**config.mk**
```make
export PLATFORM = sky130hd
export DESIGN_NAME = ex_alu_unit
export DESIGN_NICKNAME = d
export VERILOG_FILES = /design/src/rtl/alu_ctrl_pkg.sv /design/src/rtl/ex_alu_unit_mul_iter.sv /design/src/rtl/ex_alu_unit.sv
export SDC_FILE = /design/constraint.sdc
export NUM_CORES = 1
export LEC_CHECK = 0
export ABC_AREA = 1
export BUFFER_PORTS_ARGS = -buffer_cell sky130_fd_sc_hd__buf_2
export CORE_MARGIN = 4
export CORE_UTILIZATION = 35
export DETAILED_ROUTE_END_ITERATION = 10
export PLACE_DENSITY_LB_ADDON = 0.08
export SYNTH_ARGS = -nofsm -noshare
export SYNTH_HDL_FRONTEND = slang
export SYNTH_SLANG_ARGS = --single-unit
```
**constraint.sdc**
```tcl
create_clock -name clk_i -period 3.2 [get_ports clk_i]
set_clock_uncertainty 0.05 [all_clocks]
set_input_delay 0.16 -clock clk_i [delete_from_list [all_inputs] [get_ports clk_i]]
set_output_delay 0.16 -clock clk_i [all_outputs]
set_load 0.05 [all_outputs]
```
**src/rtl/alu_ctrl_pkg.sv**
```systemverilog
// ALU control codes and execute-unit FSM encoding, shared with the ALU control decoder.
package alu_ctrl_pkg;

    typedef logic [2:0] alu_ctrl_t;

    localparam alu_ctrl_t ALU_NOP = 3'b000;
    localparam alu_ctrl_t ALU_ADD = 3'b001;
    localparam alu_ctrl_t ALU_SUB = 3'b010;
    localparam alu_ctrl_t ALU_MUL = 3'b011;
    localparam alu_ctrl_t ALU_AND = 3'b100;
    localparam alu_ctrl_t ALU_XOR = 3'b101;
    localparam alu_ctrl_t ALU_SLL = 3'b110;
    localparam alu_ctrl_t ALU_SRA = 3'b111;

    typedef enum logic {
        IDLE = 1'b0,
        BUSY = 1'b1
    } state_t;

endpackage

```
**src/rtl/ex_alu_unit_mul_iter.sv**
```systemverilog
// Iterative shift-add multiplier retiring BITS multiplier bits per cycle.
// MUL_EARLY_TERM_EN: finish as soon as the remaining multiplier is zero.
module mul_iter #(
    parameter int DATA_W = 32,
    parameter int BITS   = 1
) (
    input  logic              clk_i,
    input  logic              rst_i,
    input  logic              start_i,
    input  logic              flush_i,
    input  logic [DATA_W-1:0] mcand_i,
    input  logic [DATA_W-1:0] mplier_i,
    output logic              done_o,
    output logic [DATA_W-1:0] product_o
);

    localparam int STEPS = DATA_W / BITS;
    localparam int CNT_W = $clog2(STEPS);

    logic              busy_q, busy_d;
    logic [DATA_W-1:0] mcand_q, mcand_d;
    logic [DATA_W-1:0] mplier_q, mplier_d;
    logic [DATA_W-1:0] acc_q, acc_d;
    logic [CNT_W-1:0]  cnt_q, cnt_d;
    logic [DATA_W-1:0] partial;
    logic [DATA_W-1:0] acc_sum;
    logic              last_step;

    always_comb begin
        partial = '0;
        for (int i = 0; i < BITS; i++) begin
            if (mplier_q[i]) partial = partial + (mcand_q << i);
        end
        acc_sum = acc_q + partial;
`ifdef MUL_EARLY_TERM_EN
        last_step = (cnt_q == CNT_W'(STEPS - 1)) || ((mplier_q >> BITS) == '0);
`else
        last_step = (cnt_q == CNT_W'(STEPS - 1));
`endif
    end

    assign done_o    = busy_q & last_step;
    assign product_o = acc_sum;

    always_comb begin
        // NOTE: every signal gets its hold value first so no path can infer a latch.
        busy_d   = busy_q;
        mcand_d  = mcand_q;
        mplier_d = mplier_q;
        acc_d    = acc_q;
        cnt_d    = cnt_q;
        if (start_i) begin
            busy_d   = 1'b1;
            mcand_d  = mcand_i;
            mplier_d = mplier_i;
            acc_d    = '0;
            cnt_d    = '0;
        end else if (busy_q) begin
            if (flush_i) begin
                busy_d = 1'b0;
            end else begin
                acc_d    = acc_sum;
                mcand_d  = mcand_q << BITS;
                mplier_d = mplier_q >> BITS;
                cnt_d    = cnt_q + CNT_W'(1);
                if (last_step) busy_d = 1'b0;
            end
        end
    end

    // NOTE: state flops use non-blocking assignments so all of them update together at the edge.
    always_ff @(posedge clk_i or negedge rst_i) begin
        if (!rst_i) begin
            busy_q   <= 1'b0;
            mcand_q  <= '0;
            mplier_q <= '0;
            acc_q    <= '0;
            cnt_q    <= '0;
        end else begin
            busy_q   <= busy_d;
            mcand_q  <= mcand_d;
            mplier_q <= mplier_d;
            acc_q    <= acc_d;
            cnt_q    <= cnt_d;
        end
    end

endmodule

```
**src/rtl/ex_alu_unit.sv**
```systemverilog
// Execute-stage ALU: registered single-cycle ops plus an iterative MUL that stalls the pipe.
// MUL_EARLY_TERM_EN (see mul_iter) shortens multiplies with small multipliers.
module ex_alu_unit
    import alu_ctrl_pkg::*;
#(
    parameter int DATA_W             = 32,
    parameter int MUL_BITS_PER_CYCLE = 1
) (
    input  logic              clk_i,
    input  logic              rst_i,
    input  logic              valid_i,
    input  logic [2:0]        ALUCtrl_i,
    input  logic [DATA_W-1:0] data1_i,
    input  logic [DATA_W-1:0] data2_i,
    input  logic              flush_i,
    output logic              ready_o,
    output logic              stall_o,
    output logic              done_o,
    output logic [DATA_W-1:0] result_o
);

    localparam int SH_W = $clog2(DATA_W);

    state_t            state_q, state_d;
    logic [DATA_W-1:0] result_q, result_d;
    logic              done_q, done_d;
    logic [DATA_W-1:0] alu_res;
    logic [SH_W-1:0]   shamt;
    logic              accept;
    logic              is_mul;
    logic              mul_done;
    logic [DATA_W-1:0] mul_product;

    assign shamt   = data2_i[SH_W-1:0];
    assign is_mul  = (ALUCtrl_i == ALU_MUL);
    assign ready_o = (state_q == IDLE);
    assign accept  = valid_i & ready_o & ~flush_i;

    // Stall drops in the completion cycle so upstream advances exactly once per multiply.
    assign stall_o = ((state_q == BUSY) & ~mul_done)
                   | ((state_q == IDLE) & valid_i & is_mul & ~flush_i);

    always_comb begin
        case (ALUCtrl_i)
            ALU_ADD: alu_res = data1_i + data2_i;
            ALU_SUB: alu_res = data1_i - data2_i;
            ALU_AND: alu_res = data1_i & data2_i;
            ALU_XOR: alu_res = data1_i ^ data2_i;
            ALU_SLL: alu_res = data1_i << shamt;
            ALU_SRA: alu_res = DATA_W'($signed(data1_i) >>> shamt);
            default: alu_res = '0;
        endcase
    end

    mul_iter #(
        .DATA_W (DATA_W),
        .BITS   (MUL_BITS_PER_CYCLE)
    ) u_mul (
        .clk_i     (clk_i),
        .rst_i     (rst_i),
        .start_i   (accept & is_mul),
        .flush_i   (flush_i),
        .mcand_i   (data1_i),
        .mplier_i  (data2_i),
        .done_o    (mul_done),
        .product_o (mul_product)
    );

    always_comb begin
        state_d  = state_q;
        result_d = result_q;
        done_d   = 1'b0;
        case (state_q)
            IDLE: begin
                if (accept) begin
                    if (is_mul) begin
                        state_d = BUSY;
                    end else begin
                        result_d = alu_res;
                        done_d   = 1'b1;
                    end
                end
            end
            BUSY: begin
                // Flush wins over a completion on the same edge.
                if (flush_i) begin
                    state_d = IDLE;
                end else if (mul_done) begin
                    state_d  = IDLE;
                    result_d = mul_product;
                    done_d   = 1'b1;
                end
            end
            default: state_d = IDLE;
        endcase
    end

    always_ff @(posedge clk_i or negedge rst_i) begin
        if (!rst_i) begin
            state_q  <= IDLE;
            result_q <= '0;
            done_q   <= 1'b0;
        end else begin
            state_q  <= state_d;
            result_q <= result_d;
            done_q   <= done_d;
        end
    end

    assign done_o   = done_q;
    assign result_o = result_q;

endmodule
```
Word-level counts from Yosys, hierarchy flattened --
Index checks and enable logic that the tools add are counted.
Storage, ports and cells: output and inout port bits 35, logic and storage cells 76, register bits 136
Cells by class: reductions and logical operators 3, add/sub/neg operators 4, multiplexer cells 33, equal/unequal tests 13, bitwise logic cells 13, shift operators 2
Operator list (number):
- $mux 32 | 14
- $pmux 32 s6 | 1
- $add 32x32->32 | 2
- $pmux 32 s2 | 1
- $and 32x32->32 | 1
- $shl 32x5->32 | 1
- $sshr 32x5->32 | 1
- $sub 32x32->32 | 1
- $xor 32x32->32 | 1
- $mux 5 | 3
- $eq 3x3->1 const B | 4
- $mux 1 | 12
- $and 1x1->1 | 7
- $eq 3x2->1 const B | 2
- $ne 2x1->1 const B | 3
- $add 5x1->5 const B | 1
- $eq 5x5->1 const B | 1
- $ne 2x2->1 const B | 2
- $pmux 1 s2 | 2
- $reduce_and 4->1 | 1
- $eq 3x1->1 const B | 1
- $not 1->1 | 3
- $reduce_and 2->1 | 1
- $reduce_bool 2->1 | 1
- $or 1x1->1 | 1

Logic depth before layout (Yosys ltp) --
Gate-level depths: netlist of run 1.
depth after elaboration 6, mapped depth 32, gate-level depth less buffers 29

By module --
Synthesis of run 1 repeated with hierarchy kept, for this count alone.
Second synthesis, totals: cell total of the unflattened synthesis 2795, area total of the unflattened synthesis 16129.2 µm²
By module, submodules not included:
- ex_alu_unit | cells an instance 1782, area an instance 9205.1 µm², times used 1
- mul_iter | cells an instance 1013, area an instance 6924.1 µm², times used 1

Worst setup path before layout of run 1 --
OpenSTA, ideal clock, no wires.
kind input port to flip-flop, start input port data2_i[1], end register result_q[31], in the netlist result_o[31], arrival time 3045 ps, required time 3032 ps, slack -12 ps, setup time 118 ps, stages on the path 31, cell sequence buf_4 > inv_2 > buf_6 > buf_2 > ha_1 > nand3_1 > nor3_2 > nand4_1 > nor2_2 > nand2_1 > nand2_1 > o21ai_2 > inv_1 > o21ai_1 > xor2_1 > ha_1 > nand2_1 > nor2_1 > nand2_1 > inv_1 > nand2_1 > nand2_1 > inv_1 > nand2_1 > nand2_1 > nand3_1 > nand2_1 > nand2_1 > nand2_1 > nand2_1 > nand2_1
Between the ends: cells in the longest elaborated chain, start to end 5, elaborated cells on any way between the ends 8, those cells by class 2 x add/sub; 2 x shift; 4 x mux
Ends and longest elaborated chain:
- start, declared | line ex_alu_unit.sv:14 | input logic [DATA_W-1:0] data2_i,
- $sub 32x32->32, or another cell as far along | line ex_alu_unit.sv:46 | ALU_SUB: alu_res = data1_i - data2_i;
- $pmux 32 s6 (*) | line ex_alu_unit.sv:44 | case (ALUCtrl_i)
- $mux 32 (*) | line ex_alu_unit.sv:76 | if (is_mul) begin
- $mux 32 (*) | line ex_alu_unit.sv:75 | if (accept) begin
- $pmux 32 s2 (*) | line ex_alu_unit.sv:73 | case (state_q)
- end signal, assigned | line ex_alu_unit.sv:105 | result_q <= result_d;
- end, declared | line ex_alu_unit.sv:25 | logic [DATA_W-1:0] result_q, result_d;
Every way passes the cells marked *; elsewhere a longest branch is shown, timed or not. The select of a mux whose other input is x is not followed. A chain may end at the register's enable or synchronous reset.

Worst setup path in the final report of run 1 --
start input port data2_i[16], end register result_q[28], in the netlist result_o[28]
Between the ends: cells in the longest elaborated chain, start to end 5, elaborated cells on any way between the ends 6, those cells by class 2 x add/sub; 4 x mux
Ends and longest elaborated chain (line):
- $sub 32x32->32 / $add 32x32->32 (equally long branches) | ex_alu_unit.sv:46, ex_alu_unit.sv:45
- $pmux 32 s6 (*) | ex_alu_unit.sv:44
- $mux 32 (*) | ex_alu_unit.sv:76
- $mux 32 (*) | ex_alu_unit.sv:75
- $pmux 32 s2 (*) | ex_alu_unit.sv:73
Marks and branches as above.

==> flow_summary.json, run 1 <==
{
  "clk_pin_slew_ns": 0.06,
  "reg2reg_from": "u_mul.mplier_q[0]$_DFFE_PN0P_",
  "cts_tree": "built",
  "holdPathEnd": "u_mul.mplier_q[13]$_DFFE_PN0P_",
  "area_delta_synth_final_pct": 17.8,
  "ant_nets": 0,
  "pin_count": 106,
  "ir_drop_v": 0.000388,
  "drt_wl_total_um": 71300,
  "start_kind": "input pin",
  "final_cells": 3341,
  "tightest_slew_ns": 1.06,
  "h-tree-depth": 4,
  "worst-r2r-setup-slack_ns": 0.22,
  "internal_power_mw": 4.51,
  "dieArea_um2": 47500,
  "antenna_found_initial": 0,
  "drive_gt1_share_pct": 13.6,
  "cts_buffer_depth": 2,
  "p_leak_nw": 9.79,
  "worstRegToRegCells": 15,
  "wl_per_cell_um": 21.3,
  "hold_violations": 0,
  "die_h_um": 218,
  "clock-sinks": 136,
  "dpl.cell_count": 3298,
  "fmax_mhz": 328,
  "grt_usage_pct": 29.9,
  "whs_path_depth": 4,
  "grt_overflow": 0,
  "seqPwrFrac_pct": 29.9,
  "crit_type": "input pin to flop",
  "dr.pass1.iters": 7,
  "cp-end-kind": "flop",
  "fin_nets": 2915,
  "p_sw_share_pct": 44.6,
  "clkLatencyLatePin_ns": 0.48,
  "period_share_pct": 95.2,
  "synth_cells": 2569,
  "diodes": 0,
  "finish.utilization_pct": 42.0,
  "status": "finished clean",
  "gp_congestion": 1.03,
  "ys_ff_latch": 136,
  "ys.flop_type": "dfrtp_1",
  "port_buffers": 105,
  "pre_cts_ws_ns": -0.372,
  "yosysSeqAreaShare_pct": 22.1,
  "post-route-drc-count": 0,
  "p_comb_share_pct": 46.5,
  "ys_types": 52,
  "yosys_warnings": 0,
  "critPathMaxFanout": 4,
  "grt_pass1_vias": 17300,
  "cts_root_buffer": "clkbuf_16",
  "whs_ns": 0.0383,
  "rsz0062_at_grt": "true",
  "hp-class": "input pin to flop",
  "p_sw_mw": 3.62,
  "tns_ns": 0,
  "slew_violations": 0,
  "setup_viol": 0,
  "grt_pass1_wl_um": 107000,
  "numCtsBuffers": 17,
  "syn-cell-area_um2": 15400,
  "pwr-share-clk_pct": 23.6,
  "timing.final.ws_setup_ns": 0.152,
  "synth_edf_count": 0,
  "power.total_mw": 8.13,
  "grt_max_degree": 65,
  "worst_ep_arrival_time_ns": 3.41,
  "slew_headroom_pct": 29.2,
  "num_vias": 18200,
  "placed_cell_area_um2": 17300,
  "finalInstanceArea_um2": 18200,
  "post-route-min-period_ns": 3.05,
  "core-area_um2": 43300,
  "drt_iter0_markers": 1784,
  "hpwl_um": 56200,
  "die_x_um": 218,
  "p_per_area_nw_per_um2": 447,
  "initial_core_util_pct": 35.6,
  "worstHoldStart": "data2_i[13]",
  "avgViaCountPerCell": 5.43,
  "std_cell_rows": 76,
  "syn_area_per_cell_um2": 6.00,
  "r2r-end": "result_o[22]$_DFFE_PN0P_",
  "syn_nets": 2740,
  "synth_async_sr_flop_share_pct": 100,
  "drv_cap": 0,
  "crit_required_ns": 3.56
}
==> placed cells by master (no fill, tap or decap), drive strengths merged, types with 23 or more instances in the layout <==
cell	synthesis	layout
buf	72	255
nand3b	25	25
o211ai	25	25
o21ai	84	84
a21oi	111	111
dfrtp	136	136
nor2	155	155
nand3	346	346
nand2	964	964
ha	98	98
o221ai	29	29
a22o	36	36
xor2	34	34
nor3	23	23
inv	293	295
==> how the worst max path moves through the flow <==
stage	end	from	slack (ns)
after CTS	result_o[28]$_DFFE_PN0P_	data2_i[16]	0.01
after detailed placement	result_o[28]$_DFFE_PN0P_	data2_i[1]	-0.37
final	result_o[28]$_DFFE_PN0P_	data2_i[16]	0.15
after floorplan	result_o[27]$_DFFE_PN0P_	data2_i[1]	0.03
after global placement	result_o[28]$_DFFE_PN0P_	data2_i[1]	-0.31
after global routing	result_o[28]$_DFFE_PN0P_	data2_i[0]	-0.03
==> critical path, stage by stage <==
cell,delay [ns]
buf_2,0.10
dlygate4sd3_1,0.55
buf_4,0.16
nor4_4,0.32
nand2_2,0.11
nand2_4,0.09
o21ai_4,0.07
inv_1,0.05
o21ai_1,0.07
xor2_1,0.19
ha_1,0.38
nand2_2,0.13
nor2_1,0.06
nor2_1,0.11
nand2_1,0.10
a21oi_2,0.16
nand2_1,0.07
nand2_1,0.08
nand3_2,0.10
nand3_2,0.10
nand2_1,0.05
nand2_1,0.07
nand2_1,0.05
nand2_1,0.07
==> synth_stat cells, types with 9 or more instances <==
cell | instances | area share [%]
a21oi_1 | 110 | 3.6
a22o_1 | 36 | 2.0
a22oi_1 | 9 | 0.44
and2_1 | 12 | 0.49
buf_2 | 55 | 1.8
clkbuf_1 | 37 | 0.90
dfrtp_1 | 136 | 22
ha_1 | 98 | 8.0
inv_1 | 280 | 6.8
inv_2 | 12 | 0.29
nand2_1 | 961 | 23
nand3_1 | 346 | 11
nand3b_1 | 25 | 1.2
nand4_1 | 14 | 0.57
nor2_1 | 145 | 3.5
nor3_1 | 21 | 0.68
o211ai_1 | 25 | 1.2
o21ai_0 | 59 | 1.9
o21ai_1 | 20 | 0.65
o221ai_1 | 29 | 1.6
xnor2_1 | 12 | 0.68
xor2_1 | 34 | 1.9
==> kinds of logic (layout without fill, tap and decap cells) <==
| logic type | count (synthesis) | in the layout | synth area share (%) |
|---|---|---|---|
| flip-flops | 136 | 136 | 22.1 |
| XOR/XNOR | 46 | 46 | 2.61 |
| AO/OA/AOI/OAI | 328 | 328 | 13.6 |
| AND/OR/NAND/NOR | 1556 | 1556 | 42.6 |
| adder cells (fa/ha/maj) | 100 | 100 | 8.21 |
| multiplexers | 1 | 1 | 0.0649 |
| buffers and inverters | 402 | 589 | 10.8 |
==> layer usage <==
layer | GRT usage [%] | routed length (µm)
met1 | 41.0 | 32200
met2 | 46.8 | 31600
met3 | 4.90 | 4450
met4 | 12.1 | 3070
met5 | 0 | 0
==> repair_timing <==
action,4_1_cts,5_1_grt
buffers inserted,0,2
setup endpoints to repair,0,15
endpoints found under the hold margin,70,0
gates resized for setup,0,48
hold buffers,10,0
==> sequential cells by signal, indices dropped and copies added (netlist names) <==
register	count
state_q	1
u_mul.busy_q	1
u_mul.cnt_q	5
done_o	1
u_mul.mplier_q	32
u_mul.mcand_q	32
u_mul.acc_q	32
result_o	32
==> power groups by stage <==
| stage | clock [mW] | sequential, mW | combinational [mW] |
|---|---|---|---|
| after detailed placement | 0 | 2.45 | 3.68 |
| after global routing | 2.04 | 2.48 | 4.17 |
| after floorplan | 0 | 2.66 | 2.14 |
| after global placement | 0 | 2.44 | 3.66 |
| after CTS | 1.98 | 2.42 | 3.70 |
| final | 1.92 | 2.43 | 3.78 |
==> final cells by class <==
type	count	area, µm²
clock buffers	20	447
multi-input cells	2031	10500
repair buffers	265	1830
fillers	4868	25100
clock inverters	11	98.8
flip-flops and latches	136	3400
well taps	585	732
inverters	293	1110
Power figures use the tool's default switching activity.
==> run 2: changes to the inputs <==
Settings changed: ABC_AREA 1 to unset.
==> run 2 against run 1 <==
The run now ends with negative setup slack left. Clock power is 4% higher. Synthesized cell count is 28% lower. First-iteration DRC count is 9.6% lower. Critical path depth is 11 lower. Routed wire length is 7.5% lower. Critical path type is now flop to flop.
==> flow_summary.json, run 2 <==
{
  "path_buf_inv": 1,
  "crit_family": "compound AO/OA/AOI/OAI gates",
  "synthMuxAreaShare_pct": 11.1,
  "slew_violations": 0,
  "crit_type": "flop to flop",
  "placed_cell_area_um2": 17900,
  "start_kind": "flop",
  "crit_cells": 13,
  "num_vias": 16000,
  "ys_ff_latch": 136,
  "ys_types": 76,
  "drv_cap": 0,
  "path_cells": "buf_6, and2_4, fa_2, a21o_1, a221oi_4, o21a_2, o21ai_4, a2111oi_4, nor2_1, o21a_1, or3_4, nand3_4, a31oi_1",
  "critPathMaxFanout": 8,
  "cts_buffer_depth": 2,
  "fin_nets": 2418,
  "synth_commonest_cells": "nand2_1 (307), nor2_1 (218), a21oi_1 (150)",
  "status": "complete, but fails checks",
  "worstHoldStart": "data1_i[3]",
  "synth_top_area_share_pct": 23.8,
  "seqPwrFrac_pct": 25.0,
  "power.total_mw": 10.4,
  "violations": "negative setup slack",
  "core-area_um2": 40000,
  "grt_max_degree": 70,
  "synth_async_sr_flop_share_pct": 100,
  "mostFrequentLayoutCells": "buf_4 (376), nand2_1 (304), nor2_1 (214)",
  "drt_iter0_markers": 1612,
  "antenna_found_initial": 2,
  "synth_cells": 1856,
  "tightest_slew_ns": 0.863,
  "worst-r2r-setup-slack_ns": -0.18,
  "area_delta_synth_final_pct": 36.8,
  "cts_tree": "built",
  "syn_nets": 2027,
  "p_sw_share_pct": 42.8,
  "r2r-end": "result_o[30]$_DFFE_PN0P_",
  "clkLatencyLatePin_ns": 0.47,
  "initial_core_util_pct": 35.7,
  "std_cell_rows": 73,
  "cp-end-kind": "flop",
  "synth_compound_area_share_pct": 25.0,
  "cts_root_buffer": "clkbuf_16",
  "hold_violations": 0,
  "synth_area_leaders": "dfrtp_1 (24%), ha_1 (8.6%), nand2_1 (8.1%)",
  "hp-class": "input pin to flop",
  "syn_area_per_cell_um2": 7.69,
  "synth_edf_count": 0,
  "finalInstanceArea_um2": 19500,
  "yosysSeqAreaShare_pct": 23.8,
  "yosys_warnings": 0,
  "pwr-share-clk_pct": 19.2,
  "wl_per_cell_um": 23.7,
  "slew_headroom_pct": 42.3,
  "yosysMostFrequentCell": "nand2_1",
  "h-tree-depth": 4,
  "crit_path_start": "u_mul.mplier_q[0]$_DFFE_PN0P_",
  "tns_ns": -2.20,
  "p_comb_share_pct": 55.9,
  "pin_count": 106,
  "drt_wl_total_um": 66000,
  "avgViaCountPerCell": 5.74,
  "p_per_area_nw_per_um2": 532,
  "synth-xor-area-share_pct": 5.46,
  "worst_ep_arrival_time_ns": 3.66,
  "fmax_mhz": 296,
  "clock-sinks": 136,
  "rsz0062_at_grt": "true",
  "gp_congestion": 1.06,
  "synthAdderAreaFrac_pct": 8.87,
  "dieArea_um2": 44100,
  "setup_viol": 21,
  "hpwl_um": 49800,
  "grt_pass1_vias": 15400,
  "post-route-drc-count": 0,
  "endpoint": "result_o[30]$_DFFE_PN0P_",
  "period_share_pct": 105,
  "grt_usage_pct": 29.3,
  "port_buffers": 105,
  "ant_nets": 0,
  "die_h_um": 210,
  "post-route-min-period_ns": 3.38,
  "dr.pass1.iters": 6,
  "grt_overflow": 0,
  "numCtsBuffers": 17,
  "p_leak_nw": 8.98,
  "grt_pass1_wl_um": 97900,
  "p_sw_mw": 4.45,
  "timing.final.ws_setup_ns": -0.175,
  "worstRegToRegCells": 13,
  "synth_simple_gate_area_share_pct": 21.2,
  "slowest_stage": "dfrtp_2",
  "whs_ns": 0.0679,
  "synth_top_family_by_area": "compound AO/OA/AOI/OAI gates",
  "ir_drop_v": 0.000409,
  "crit_required_ns": 3.48,
  "pre_cts_ws_ns": -0.944,
  "internal_power_mw": 5.95,
  "drive_gt1_share_pct": 31.8,
  "critical_path.max_stage_delay_ns": 0.49,
  "syn-cell-area_um2": 14300,
  "yosysTopAreaCell": "dfrtp_1",
  "final_common_cell": "buf_4",
  "die_x_um": 210,
  "clk_pin_slew_ns": 0.07,
  "ys.flop_type": "dfrtp_1",
  "reg2reg_from": "u_mul.mplier_q[0]$_DFFE_PN0P_"
}
==> run 2: cell count changes in the layout (fill, tap and decap cells not counted), sizes merged, moves of 34 or more <==
cell   change
a31oi     +74
nand3    -312
a21oi     +39
a22o      -35
mux2i     +67
buf      +244
nor2      +64
xnor2     +41
mux4      +34
nand2    -657
inv      -268
o21ai     +43
==> run 2: final cells by class <==
| class | instances | area (µm²) |
|---|---|---|
| inverters | 24 | 92.6 |
| well taps | 525 | 657 |
| flip-flops and latches | 136 | 3400 |
| fillers | 4038 | 20500 |
| multi-input cells | 1560 | 11100 |
| clock inverters | 12 | 115 |
| repair buffers | 508 | 3710 |
| diodes | 1 | 2.50 |
| clock buffers | 20 | 467 |
==> run 2: power groups by stage <==
stage	clock network, mW	logic (mW)	registers, mW
final	1.99	5.81	2.59
after global routing	2.10	6.29	2.66
after CTS	2.05	5.50	2.59
after detailed placement	0	5.20	2.59
after global placement	0	5.17	2.59
after floorplan	0	2.71	2.80
==> run 2: through the flow <==
step                utilization [%]  std cells
floorplan                         -       1856
global placement               44.7       2721
detailed placement             44.7       2721
CTS                            47.5       2772
global route                   48.8       2785
finish                         48.8       2786
==> run 2: metal layers <==
metal  share of wire (%)  up-vias  track usage, %
met5                   0        -               0
met2                  46      569            47.0
li1                    -     7541               -
met1                  42     7744            38.4
met4                 4.8        0            13.5
met3                 6.8      135            5.49
==> run 2: tightest hold or removal path: cells and delay by family <==
kind	cells	cell delay, ns
AO/OA/AOI/OAI	1	0.05
AND/OR/NAND/NOR	1	0.13
buffers and inverters	1	0.20
==> run 2: cell families (layout without fill, tap and decap cells) <==
logic type,after synthesis,after routing
adders and majority gates,100,100
AOI/OAI and AO/OA,558,558
DFF,136,136
xor gates and xnor gates,89,89
and+or+nand+nor,699,699
muxes,114,114
buffers and inverters,160,564
other,0,1
==> run 2: worst min-delay path by stage <==
| stage | endpoint | slack, ns | cells past startpoint |
|---|---|---|---|
| 6_report | u_mul.mcand_q[3]$_DFFE_PN0P_ | 0.07 | 3 |
| 5_1_grt | u_mul.mcand_q[29]$_DFFE_PN0P_ | 0.08 | 3 |
| 4_1_cts | u_mul.mcand_q[3]$_DFFE_PN0P_ | 0.02 | 3 |
| 3_5_place_dp | u_mul.acc_q[5]$_DFFE_PN0P_ | 0.06 | 1 |
| 3_3_place_gp | u_mul.acc_q[5]$_DFFE_PN0P_ | 0.05 | 1 |
| 2_1_floorplan | done_o$_DFF_PN0_ | -0.19 | 0 |
==> run 2: what timing repair did <==
action	CTS	global route
pin swaps	35	70
hold buffers	9	0
endpoints found under the hold margin	108	0
buffers inserted	10	16
endpoints found under the setup margin	29	34
gates resized for setup	80	85
gates cloned	1	0
==> run 3: changes to the inputs <==
Settings changed: SETUP_SLACK_MARGIN set to 0.4.
==> run 3 against run 2 <==
The run still ends with negative setup slack left. Via count is 1.1% higher. Critical path type unchanged. Routed wire length is 1.3% higher. Sequential power hardly changed. Final area is 4.3% higher. Clock power hardly changed. Total power is 3.0% higher.
==> flow_summary.json, run 3 (synthesis gave the netlist of run 2 again) <==
{
  "endpoint": "result_o[30]$_DFFE_PN0P_",
  "path_cells": "and2_4, ha_4, fa_2, a21o_1, a221oi_4, o21a_4, o21ai_4, a2111oi_2, nor2_1, o21a_1, or3_4, nand3_2, a31oi_1",
  "tightest_slew_ns": 0.884,
  "drt_iter0_markers": 1446,
  "slew_headroom_pct": 40.8,
  "cp-end-kind": "flop",
  "drt_wl_total_um": 66900,
  "final_common_cell": "buf_4",
  "setup_viol": 14,
  "grt_overflow": 0,
  "slowest_stage": "dfrtp_2",
  "dr.pass1.iters": 6,
  "ir_drop_v": 0.000433,
  "cts_tree": "built",
  "fmax_mhz": 299,
  "start_kind": "flop",
  "mostFrequentLayoutCells": "buf_4 (342), nand2_1 (298), nor2_1 (203)",
  "drive_gt1_share_pct": 35.8,
  "port_buffers": 105,
  "dpl.cell_count": 2681,
  "area_delta_synth_final_pct": 42.8,
  "worst-r2r-setup-slack_ns": -0.14,
  "post-route-min-period_ns": 3.34,
  "p_sw_mw": 4.64,
  "wl_met3_um": 4670,
  "r2r-end": "result_o[30]$_DFFE_PN0P_",
  "core-area_um2": 40000,
  "status": "complete, but fails checks",
  "critical_path.max_stage_delay_ns": 0.47,
  "n_fill_cell": 3989,
  "crit_type": "flop to flop",
  "finish.utilization_pct": 50.9,
  "gp_congestion": 1.03,
  "drv_cap": 0,
  "top_layer_used": "met4",
  "crit_required_ns": 3.49,
  "clk_pin_slew_ns": 0.07,
  "h-tree-depth": 4,
  "seqPwrFrac_pct": 24.5,
  "clkLatencyLatePin_ns": 0.48,
  "antenna_found_initial": 0,
  "clock-sinks": 136,
  "post-route-drc-count": 0,
  "pin_count": 106,
  "worstHoldStart": "data2_i[2]",
  "fin_nets": 2415,
  "timing.final.ws_setup_ns": -0.144,
  "grt_max_degree": 75,
  "avgViaCountPerCell": 5.81,
  "wl_met1_um": 28600,
  "p_per_area_nw_per_um2": 525,
  "numCtsBuffers": 17,
  "pwr-share-clk_pct": 18.5,
  "die_x_um": 210,
  "crit_path_start": "u_mul.mplier_q[0]$_DFFE_PN0P_",
  "dieArea_um2": 44100,
  "hpwl_um": 49900,
  "diodes": 0,
  "p_sw_share_pct": 43.4,
  "violations": "negative setup slack",
  "ant_nets": 0,
  "cts_root_buffer": "clkbuf_16",
  "rsz0062_at_grt": "true",
  "cts_buffer_depth": 2,
  "final_cells": 2782,
  "hp-class": "input pin to flop",
  "grt_pass1_vias": 15700,
  "whs_path_depth": 4,
  "std_cell_rows": 73,
  "initial_core_util_pct": 35.7,
  "num_vias": 16200,
  "grt_usage_pct": 29.4,
  "slew_violations": 0,
  "worst_ep_arrival_time_ns": 3.63,
  "wl_per_cell_um": 24.0,
  "p_leak_nw": 9.16,
  "p_comb_share_pct": 57.0,
  "internal_power_mw": 6.06,
  "worstRegToRegCells": 13,
  "critPathMaxFanout": 7,
  "die_h_um": 210,
  "hold_violations": 0,
  "grt_pass1_wl_um": 98600,
  "route.met2.wl_um": 30900,
  "reg2reg_from": "u_mul.mplier_q[0]$_DFFE_PN0P_",
  "period_share_pct": 104
}
==> run 3: changes by cell type in the layout (fill, tap and decap cells not counted), moves of 8 or more <==
| cell | previous run | this run |
|---|---|---|
| a21oi_1 | 126 | 108 |
| a21oi_2 | 21 | 31 |
| a21oi_4 | 3 | 11 |
| buf_4 | 376 | 342 |
| buf_6 | 12 | 45 |
| ha_1 | 90 | 78 |
| ha_4 | 7 | 17 |
| nor2_1 | 214 | 203 |
| nor2_4 | 1 | 9 |
| o21ai_0 | 94 | 83 |
| xnor2_1 | 47 | 39 |
==> run 3: worst min-delay path by stage <==
stage	endpoint
floorplan	done_o$_DFF_PN0_
global placement	u_mul.acc_q[3]$_DFFE_PN0P_
global route	u_mul.mcand_q[8]$_DFFE_PN0P_
detailed placement	u_mul.acc_q[3]$_DFFE_PN0P_
CTS	u_mul.mcand_q[8]$_DFFE_PN0P_
finish	u_mul.mplier_q[2]$_DFFE_PN0P_
==> run 3: routing by layer <==
metal	global-route usage, %	vias to the layer above
li1	-	7561
met1	40.0	7868
met2	46.7	612
met3	5.48	126
met4	11.2	0
met5	0	-
==> run 3: cell type report <==
type	instances	area, µm²	area share (%)
well taps	525	657	3.22
flip-flops and latches	136	3400	16.7
repair buffers	505	3870	19.0
clock buffers	17	425	2.09
clock inverters	15	144	0.706
multi-input cells	1560	11800	57.8
inverters	24	92.6	0.454
==> run 3: per-stage QoR <==
step                setup WS [ns]  total power [mW]  TNS (ns)  hold WS [ns]  instance area (µm²)
finish                     -0.144              10.7    -0.742        0.0503                20400
global route               -0.320              11.4     -3.43        0.0420                20400
CTS                        -0.159              10.1    -0.939        0.0146                19200
detailed placement         -0.829              7.68    -12.46         0.196                17700
global placement           -0.786              7.65    -11.50         0.192                17700
floorplan                  -0.555              5.59     -3.82        -0.186                14500
==> run 3: what timing repair did <==
item / CTS / global route
pin swaps: 51 / 126
cloned: 1 / 0
hold buffers: 10 / 0
buffers inserted: 24 / 34
gates resized for setup: 140 / 181
setup endpoints to repair: 44 / 49
endpoints found under the hold margin: 78 / 0
==> run 3: power by group through the flow <==
| stage | clock [mW] | combinational [mW] | sequential [mW] |
|---|---|---|---|
| 6_report | 1.98 | 6.10 | 2.62 |
| 4_1_cts | 2.03 | 5.51 | 2.61 |
| 3_3_place_gp | 0 | 5.05 | 2.61 |
| 5_1_grt | 2.08 | 6.58 | 2.69 |
| 2_1_floorplan | 0 | 2.79 | 2.80 |
| 3_5_place_dp | 0 | 5.07 | 2.61 |
==> run 3: critical path, delay by kind of cell, from the launching register on <==
kind,cells,cell delay (ns)
flops,1,0.47
fa+ha+maj,2,0.52
compound gates,7,1.42
simple gates,4,0.75
